===== config.mk =====
export PLATFORM = sky130hd
export DESIGN_NAME = rr_sel_arb8
export DESIGN_NICKNAME = d
export VERILOG_FILES = /design/src/rtl/arb_pkg.sv /design/src/rtl/arb_dec38.sv /design/src/rtl/rr_sel_arb8.sv
export SDC_FILE = /design/constraint.sdc
export NUM_CORES = 1
export LEC_CHECK = 0
export CAP_MARGIN = 20
export CORE_MARGIN = 3
export CORE_UTILIZATION = 54
export DETAILED_ROUTE_END_ITERATION = 10
export PLACE_DENSITY_LB_ADDON = 0.08
export SYNTH_ARGS = -nofsm -noshare
export SYNTH_HDL_FRONTEND = slang
export SYNTH_SLANG_ARGS = --single-unit

===== constraint.sdc =====
create_clock -name clk -period 5.9 [get_ports clk]
set_clock_uncertainty 0.15 [all_clocks]
set_input_delay 1.18 -clock clk [delete_from_list [all_inputs] [get_ports clk]]
set_output_delay 1.18 -clock clk [all_outputs]
set_load 0.01 [all_outputs]

===== src/rtl/arb_pkg.sv =====
// Shared constants for the eight-way round-robin selector:
// FSM state encoding, requester count, index width and the search helper.
package arb_pkg;

  localparam int NREQ = 8;
  localparam int SELW = 3;

  localparam logic [1:0] IDLE    = 2'd0;
  localparam logic [1:0] GRANT   = 2'd1;
  localparam logic [1:0] RELEASE = 2'd2;

  // First set request bit found scanning upward from p, wrapping at NREQ.
  function automatic logic [SELW-1:0] rr_pick(
    input logic [NREQ-1:0] r,
    input logic [SELW-1:0] p
  );
    logic [SELW-1:0] idx;
    logic [SELW-1:0] pick;
    logic            hit;
    pick = p;
    hit  = 1'b0;
    for (int i = 0; i < NREQ; i++) begin
      idx = p + SELW'(i);
      if (!hit && r[idx]) begin
        pick = idx;
        hit  = 1'b1;
      end
    end
    return pick;
  endfunction

endpackage


===== src/rtl/arb_dec38.sv =====
// 3-to-8 one-hot decode of the selected index, gated by the valid flag.
// Yields an all-zero grant vector whenever no grant is active.
module arb_dec38
  import arb_pkg::*;
(
  input  logic [SELW-1:0] sel,
  input  logic            vld,
  output logic [NREQ-1:0] gnt
);

  // One-hot decode; at most one bit set by construction.
  always_comb begin
    gnt = '0;
    if (vld) gnt[sel] = 1'b1;
  end

endmodule


===== src/rtl/rr_sel_arb8.sv =====
// Round-robin selector for eight level-sensitive requesters (IDLE/GRANT/RELEASE).
// Optional grant timeout and timeout counter enabled by defining ARB_TIMEOUT_EN.
module rr_sel_arb8
  import arb_pkg::*;
#(
  parameter int MAX_HOLD = 16
) (
  input  logic            clk,
  input  logic            RST,
  input  logic            Enable,
  input  logic [NREQ-1:0] req,
  input  logic            done,
  output logic [SELW-1:0] sel,
  output logic            sel_vld,
`ifdef ARB_TIMEOUT_EN
  output logic [7:0]      tmo_cnt,
`endif
  output logic [NREQ-1:0] gnt
);

  if (MAX_HOLD < 1 || MAX_HOLD > 255) begin : g_max_hold_illegal
    $error("rr_sel_arb8: MAX_HOLD must be in 1..255");
  end

  logic [1:0]      state;
  logic [SELW-1:0] ptr;
  logic            start;
  logic            in_grant;
  logic            tmo;
  logic            rel;

`ifdef ARB_TIMEOUT_EN
  localparam logic [7:0] HOLD_LAST = 8'(MAX_HOLD - 1);
  logic [7:0] hold;
  assign tmo = (hold == HOLD_LAST);
`else
  assign tmo = 1'b0;
`endif

  assign start    = (state == IDLE) && Enable && (|req);
  assign in_grant = (state == GRANT);
  assign rel      = in_grant && (done || !req[sel] || tmo);

  // Main FSM: arbitrate in IDLE, hold in GRANT, one forced dead cycle in RELEASE.
  always_ff @(posedge clk) begin
    if (RST) begin
      state   <= IDLE;
      ptr     <= '0;
      sel     <= '0;
      sel_vld <= 1'b0;
    end else begin
      unique case (state)
        IDLE: begin
          if (start) begin
            state   <= GRANT;
            sel     <= rr_pick(req, ptr);
            sel_vld <= 1'b1;
          end
        end
        GRANT: begin
          if (rel) begin
            state   <= RELEASE;
            sel_vld <= 1'b0;
            ptr     <= sel + 1'b1;
          end
        end
        RELEASE: state <= IDLE;
        default: state <= IDLE;
      endcase
    end
  end

`ifdef ARB_TIMEOUT_EN
  // Hold length counter and saturating count of timeout-driven releases.
  always_ff @(posedge clk) begin
    if (RST) begin
      hold    <= '0;
      tmo_cnt <= '0;
    end else if (start) begin
      hold <= '0;
    end else if (in_grant) begin
      hold <= hold + 1'b1;
      if (rel && tmo && !done && tmo_cnt != 8'hFF)
        tmo_cnt <= tmo_cnt + 1'b1;
    end
  end
`endif

  arb_dec38 u_dec (
    .sel (sel),
    .vld (sel_vld),
    .gnt (gnt)
  );

endmodule


==> results.cfg, run 1 <==
[run_status]
status = finished, final reports clean

[drt]
dr.max_layer_used = met4
antenna_left = 0
vias_per_cell = 6.62
dr_wl_met3_um = 103
wire_per_inst_um = 17.1
met2_wirelength_um = 1690
vias = 1251
drtIter0Drc = 56
drcViolationCount = 0
wl_um = 3230
firstDrtPassIters = 4
wl_met1_um = 1400

[cts]
cts-resized-gates = 0
root_buffer = clkbuf_4
ctsHoldBuffers = 0
clock_path_buffers = 2
cts_tree = done
clk_pin_slew_ns = 0.06
numCtsBuffers = 3
clk_latency_ns = 0.26
cts_sinks = 9
h-tree-depth = 1
cts_setup_buffers = 0

[synth]
synth_area_leader_cell = mux4_1
synth_flop_cell = dfxtp_1
synth_area_per_cell_um2 = 9.33
synth-edff-count = 0
synth_top_area_frac = 0.139
synthesis.instances = 142
synth.area.top_cells = mux4_1, dfxtp_1, mux4_2
ys.warnings.count = 0
ys_seq_elements = 9
synth.distinct_cells = 42
async_flop_share = 0
ys_seq_area_frac = 0.136
synthesis.area_um2 = 1330
syn-num-nets = 157

[timing]
rsz0062_at_grt = false
setup_viol = 0
max_freq_mhz = 273
period_needed_ns = 3.66
timing.hold.ws_ns = 0.359
period_share = 0.621
fin_setup_tns_ns = 0
slew_violations = 0
finalHoldViolCount = 0
setup_slack_ns = 2.24
tightest_slew_ns = 0.619
relSlewSlack = 0.587

[setup_path]
critPathLaunchType = flip-flop
end_kind = flip-flop
crit_required_ns = 5.90
reg2reg_from = ptr[0]
cp_slowest_cell = dfxtp_1
worstPathCellList = inv_1, ha_1, mux4_1, mux2_4, nor3_4, mux2_2, o21a_1
crit_arrival_ns = 3.67
startpoint = ptr[0]
worstReg2RegEnd = sel[2]
cp_slowest_stage_delay_ns = 0.71
r2r_cells = 7
worst-setup-path-type = flip-flop to flip-flop
crit_fanout = 14
rrSetupSlack_ns = 2.24

[placed_design]
place_ws_ns = 2.16
placed_area_um2 = 1540
place_congestion = 0.875
dp_hpwl_um = 2520
io_buffers = 23

[global_routing]
grt_start_max_net_pins = 15
grt_util_all_layers = 0.223
grt_pass1_wl_um = 5690
grt_pass1_vias = 1177
antenna_found_initial = 0
grt-ovfl-total = 0

[power_and_ir_drop]
ir_drop_v = 0.000151
p_per_area_nw_per_um2 = 180
leakagePower_nw = 0.568

[floorplanning]
rows = 17
chipWidth_um = 55.5
io_pins = 24
die_area_um2 = 3080
die_h_um = 55.5
start_util = 0.582
core_um2 = 2280

[worst_hold_path]
holdCritStartpoint = sel_vld
worst_hold_path.num_cells = 2
hold_path.class = flip-flop to flip-flop
worstHoldEndpoint = sel_vld

[cells_and_area]
nFillCells = 183
drive_gt1_frac = 0.137
syn_to_final_growth_pct = 18.5
fin_util = 0.690
n_antenna_cell = 0
fin_area_um2 = 1570
fin_nets = 177

[flow_run]
maxCapViolCount = 0
==> cell usage after synthesis, types with 3 or more instances <==
cell type	n
nor3_1	4
a21oi_1	11
nand2b_1	3
mux2_2	3
mux4_2	7
dfxtp_1	9
inv_1	7
nand2_1	16
nor2_1	18
clkbuf_1	5
mux4_1	7
ha_1	3
mux2i_1	8
nor4_1	4
==> placed cells by master, fill, tap and decap left out, types with 3 or more instances in the layout <==
master and instances:
clkdlybuf4s50_1 23, ha_1 3, inv_1 7, nand2_1 16, clkbuf_4 3, a21oi_1 11, nor2_1 18, nor3_1 4
dfxtp_1 9, nand2b_1 3, mux2i_1 8, mux4_1 7, nor4_1 4, mux2_2 3, mux4_2 7
==> worst max-delay path, delay by kind of cell, from the launching register on <==
kind	cells	cell delay, ns
multiplexers	3	1.37
flip-flops	1	0.71
adder cells (fa/ha/maj)	1	0.66
buffers and inverters	1	0.25
AND/OR/NAND/NOR	1	0.22
AO/OA/AOI/OAI	1	0.17
==> how the worst max path moves through the flow <==
| stage | to |
|---|---|
| 2_1_floorplan | sel[2] |
| 3_3_place_gp | sel[2] |
| 3_5_place_dp | sel[2] |
| 4_1_cts | sel[2] |
| 5_1_grt | sel[1] |
| 6_report | sel[2] |
==> kinds of logic (layout without fill, tap and decap cells) <==
family                     after synthesis  after routing  synth area share
AOI/OAI and AO/OA                       28             28             0.161
muxes                                   28             28             0.383
and+or+nand+nor                         55             55             0.211
buffers and inverters                   15             34            0.0548
adders and majority gates                3              3            0.0283
DFF                                      9              9             0.136
xor gates and xnor gates                 4              4            0.0264
==> flip-flops by register name, indices dropped and copies added, names as in the netlist <==
register	flops
ptr	3
sel	3
state	2
sel_vld	1
==> area by class of cell <==
type / count / area (µm²) / share of cell area
multi-input cells: 118 / 1070 / 0.683
repair buffers: 23 / 230 / 0.147
flip-flops and latches: 9 / 180 / 0.115
inverters: 7 / 26.3 / 0.0167
well taps: 28 / 35.0 / 0.0223
clock buffers: 4 / 26.3 / 0.0167
==> stage by stage <==
| step | instances | total power (W) |
|---|---|---|
| finish | 189 | 0.000282 |
| global route | 189 | 0.000304 |
| CTS | 189 | 0.000283 |
| detailed placement | 185 | 0.000235 |
| global placement | 185 | 0.000231 |
| floorplan | 142 | 0.000196 |
==> power by group <==
group / internal, W / switching [W]
clock: 0.0000260 / 0.0000209
combinational: 0.0000783 / 0.0000767
sequential: 0.0000662 / 0.0000142
==> layer usage <==
layer	GRT usage	vias to the layer above
met5	0	-
met4	0.0417	0
met3	0.0397	6
met2	0.372	28
met1	0.305	630
li1	-	587
(Power assumes the default switching activity.)
==> run 2: changes to the inputs <==
Settings changed: CORE_ASPECT_RATIO from default to 0.5, CORE_UTILIZATION 54 to 48.
Clock period 5.9 ns to 3.3 ns, I/O delays scaled along.
==> run 2 against run 1 <==
Effect of this change:
- cell count up 5.8%
- die area up 12%
- wire length up 4.7%
- sequential share of layout area down 0.41 points
- worst hold slack worse by 0.022 ns
- non-clock buffer count up 4
- utilization down 1.7 points
==> results.cfg, run 2 (synthesis gave the netlist of run 1 again) <==
[worst_hold_path]
hold_path.class = flip-flop to flip-flop

[cts]
cts_setup_buffers = 0
clk_pin_slew_ns = 0.04
clk_latency_ns = 0.23
cts_tree = done
h-tree-depth = 1
ctsHoldBuffers = 0
root_buffer = clkbuf_8
clock_path_buffers = 2
cts_sinks = 9
cts-resized-gates = 0
numCtsBuffers = 3

[setup_path]
worst-path-buf-inv = 2
crit_fanout = 8
worst-setup-path-type = flip-flop to flip-flop
critPathLaunchType = flip-flop
cp_slowest_stage_delay_ns = 0.56
worstPathCellList = inv_1, ha_1, buf_4, mux2i_1, mux4_2, o32ai_2, and3_1, a211oi_1, o22a_1, o22ai_2
crit_required_ns = 3.30
cp_slowest_cell = mux4_2
crit_arrival_ns = 3.09
end_kind = flip-flop
crit_family = compound AO/OA/AOI/OAI gates

[placed_design]
io_buffers = 23
dp_hpwl_um = 2670
placed_area_um2 = 1580
place_ws_ns = 0.0669
place_congestion = 0.896

[timing]
rsz0062_at_grt = false
finalHoldViolCount = 0
setup_viol = 0
setup_slack_ns = 0.207
fin_setup_tns_ns = 0
period_share = 0.937
tightest_slew_ns = 0.549
relSlewSlack = 0.631
period_needed_ns = 3.09
max_freq_mhz = 323
slew_violations = 0
timing.hold.ws_ns = 0.336

[cells_and_area]
top_regs = ptr x3, sel x3, state x2
nFillCells = 205
syn_to_final_growth_pct = 22.9
fin_area_um2 = 1630
n_antenna_cell = 0
layout_commonest_cell = clkdlybuf4s50_1
fin_nets = 181
drive_gt1_frac = 0.158
final_cell_mix = clkdlybuf4s50_1, nor2_1, nand2_1, a21oi_1, dfxtp_1

[floorplanning]
io_pins = 24
rows = 12
core_um2 = 2420
chipWidth_um = 80.3
die_h_um = 43.2
start_util = 0.548
die_area_um2 = 3460

[run_status]
status = finished, final reports clean

[drt]
wl_um = 3380
vias_per_cell = 6.23
wire_per_inst_um = 16.9
drtIter0Drc = 83
firstDrtPassIters = 4
drcViolationCount = 0
vias = 1246
antenna_left = 0

[flow_run]
maxCapViolCount = 0

[global_routing]
grt_pass1_wl_um = 5780
grt_start_max_net_pins = 14
grt-ovfl-total = 0
grt_util_all_layers = 0.213
antenna_found_initial = 0
grt_pass1_vias = 1138

[power_and_ir_drop]
p_per_area_nw_per_um2 = 344
leakagePower_nw = 0.597
ir_drop_v = 0.000241
==> run 2: cell types whose count changed in the layout (fill, tap and decap cells not counted) <==
cell	before	now
buf_4	0	4
clkbuf_4	3	0
clkbuf_8	0	3
==> run 2: final cells by class <==
class	instances	area (µm²)	share of cell area
clock buffer	4	45.0	0.0277
inverter	7	26.3	0.0161
multi-input combinational	118	1070	0.659
sequential	9	180	0.111
tap	35	43.8	0.0269
timing repair buffer	27	260	0.160
==> run 2: path summary, 6_finish.rpt <==
kind	startpoint	slack (ns)	to	cells past startpoint
worst max-delay path	ptr[1]	0.21	sel[1]	10
worst min-delay path	sel_vld	0.34	sel_vld	2
worst max register to register	ptr[1]	0.21	sel[1]	10
worst min register to register	sel_vld	0.34	sel_vld	2
==> run 2: through the flow <==
stage               utilization  cells  power (W)
floorplan                     -    142   0.000351
detailed placement        0.655    196   0.000432
global placement          0.655    196   0.000427
CTS                       0.673    200   0.000559
finish                    0.673    200   0.000560
global route              0.673    200   0.000594
==> run 2: power breakdown <==
group	internal, W	total (W)	switching (W)
clock network	0.0000840	0.000125	0.0000412
registers	0.000119	0.000136	0.0000171
logic	0.000147	0.000299	0.000152
total	0.000349	0.000560	0.000210
==> run 2: worst reg2reg max path, stage by stage (launching register included) <==
cell      delay [ns]
dfxtp_1         0.33
inv_1           0.10
ha_1            0.50
buf_4           0.22
mux2i_1         0.12
mux4_2          0.56
o32ai_2         0.43
and3_1          0.21
a211oi_1        0.04
o22a_1          0.22
o22ai_2         0.13
==> run 2: per-layer routing <==
metal  vias to the layer above  GRT usage  wire length (µm)
met3                         8     0.0466               287
li1                        600          -                 -
met5                         -          0                 0
met1                       580      0.327              1600
met4                         0     0.0606                44
met2                        58      0.293              1450
==> run 3: changes to the inputs <==
Settings changed: CORE_ASPECT_RATIO 0.5 to default, CORE_MARGIN 3 to 4, CORE_UTILIZATION 48 to 54, DONT_BUFFER_PORTS from default to 1.
==> run 3 against run 2 <==
Effect of this change:
- sequential share of layout area rose by 2.2 points
- first-iteration DRC count is 66% lower
- worst hold slack worse by 0.031 ns
- total power decreased by 17%
- non-clock buffer count shrank 25
- count of clock-buffer cells in the layout decreased by 1
==> results.cfg, run 3 (synthesis gave the netlist of run 1 again) <==
[run_status]
status = finished, final reports clean

[setup_path]
cp_slowest_cell = mux4_1
crit_family = multiplexers
r2r_cells = 8
worst-path-buf-inv = 1
cp_slowest_stage_delay_ns = 0.60
worstPathCellList = inv_1, ha_1, mux2i_1, mux4_1, a22oi_4, o21ai_0, mux2_2, o21a_1
crit_required_ns = 3.31
critPathLaunchType = flip-flop
path_depth = 8
worst-setup-path-type = flip-flop to flip-flop
crit_arrival_ns = 2.93
end_kind = flip-flop
crit_fanout = 11

[drt]
wl_um = 2980
wire_per_inst_um = 17.7
vias_per_cell = 6.65
vias = 1118
antenna_left = 0
drtIter0Drc = 28
drcViolationCount = 0
firstDrtPassIters = 4

[timing]
slew_violations = 0
relSlewSlack = 0.622
tightest_slew_ns = 0.563
fin_setup_tns_ns = 0
finalHoldViolCount = 0
setup_viol = 0
setup_slack_ns = 0.372
period_needed_ns = 2.93
rsz0062_at_grt = false
period_share = 0.887
max_freq_mhz = 341

[cts]
clock_path_buffers = 2
numCtsBuffers = 3
clk_latency_ns = 0.26
h-tree-depth = 1
cts-resized-gates = 0
cts_sinks = 9
ctsHoldBuffers = 0
root_buffer = clkbuf_4
cts_setup_buffers = 0
cts_tree = done
clk_pin_slew_ns = 0.06

[power_and_ir_drop]
p_per_area_nw_per_um2 = 343
ir_drop_v = 0.000354
leakagePower_nw = 0.497

[cells_and_area]
layout_commonest_cell = nor2_1
final_cell_mix = nor2_1, nand2_1, a21oi_1, dfxtp_1, mux2i_1
drive_gt1_frac = 0.179
top_regs = ptr x3, sel x3, state x2
fin_util = 0.596
fin_nets = 156
nFillCells = 207
n_antenna_cell = 0
syn_to_final_growth_pct = 2.36

[floorplanning]
rows = 17
die_h_um = 57.5
die_area_um2 = 3310
io_pins = 24
core_um2 = 2280
chipWidth_um = 57.5
start_util = 0.582

[global_routing]
grt_pass1_wl_um = 5030
grt_pass1_vias = 1114
grt_util_all_layers = 0.192
antenna_found_initial = 0
grt-ovfl-total = 0
grt_start_max_net_pins = 14

[worst_hold_path]
hold_path.class = input port to flip-flop
worst_hold_path.num_cells = 1

[placed_design]
place_ws_ns = 0.377
io_buffers = 0
dp_hpwl_um = 2310
place_congestion = 0.802

[flow_run]
maxCapViolCount = 0
run 3: cell types whose count changed in the layout (fill, tap and decap cells not counted), sizes merged:
cell and change:
clkdlybuf4s50 -23, buf -2, clkbuf -1, clkinv +1
run 3: per-layer routing:
layer,vias to the layer above,share of wire,GRT usage
met5,-,0,0
met1,548,0.45,0.261
met4,0,0.0057,0.0331
li1,539,-,-
met3,2,0.051,0.0498
met2,29,0.50,0.313
run 3: cell type report:
class / instances / area (µm²) / area share
multi-input cells: 118 / 1070 / 0.791
flip-flops and latches: 9 / 180 / 0.133
well taps: 28 / 35.0 / 0.0258
inverters: 7 / 26.3 / 0.0194
clock buffers: 3 / 22.5 / 0.0166
repair buffers: 2 / 15.0 / 0.0111
clock inverters: 1 / 5.00 / 0.00369
run 3: per-stage QoR:
| step | instances | power [W] | hold slack [ns] | area [µm²] |
|---|---|---|---|---|
| after global placement | 164 | 0.000377 | 0.321 | 1330 |
| after CTS | 168 | 0.000468 | 0.298 | 1360 |
| after global routing | 168 | 0.000503 | 0.280 | 1360 |
| after detailed placement | 164 | 0.000382 | 0.327 | 1330 |
| final | 168 | 0.000465 | 0.306 | 1360 |
| after floorplan | 142 | 0.000351 | 0.318 | 1330 |
run 3: final timing paths:
path	start	to	slack, ns
worst min register to register	state[0]	state[0]	0.34
worst max register to register	ptr[0]	sel[2]	0.37
worst max-delay path	ptr[0]	sel[2]	0.37
worst min-delay path	RST	sel_vld	0.31
run 3: report_power, final:
group	internal (W)	switching [W]
sequential	0.000118	0.0000204
combinational	0.000117	0.000124
clock	0.0000447	0.0000402
total	0.000280	0.000185
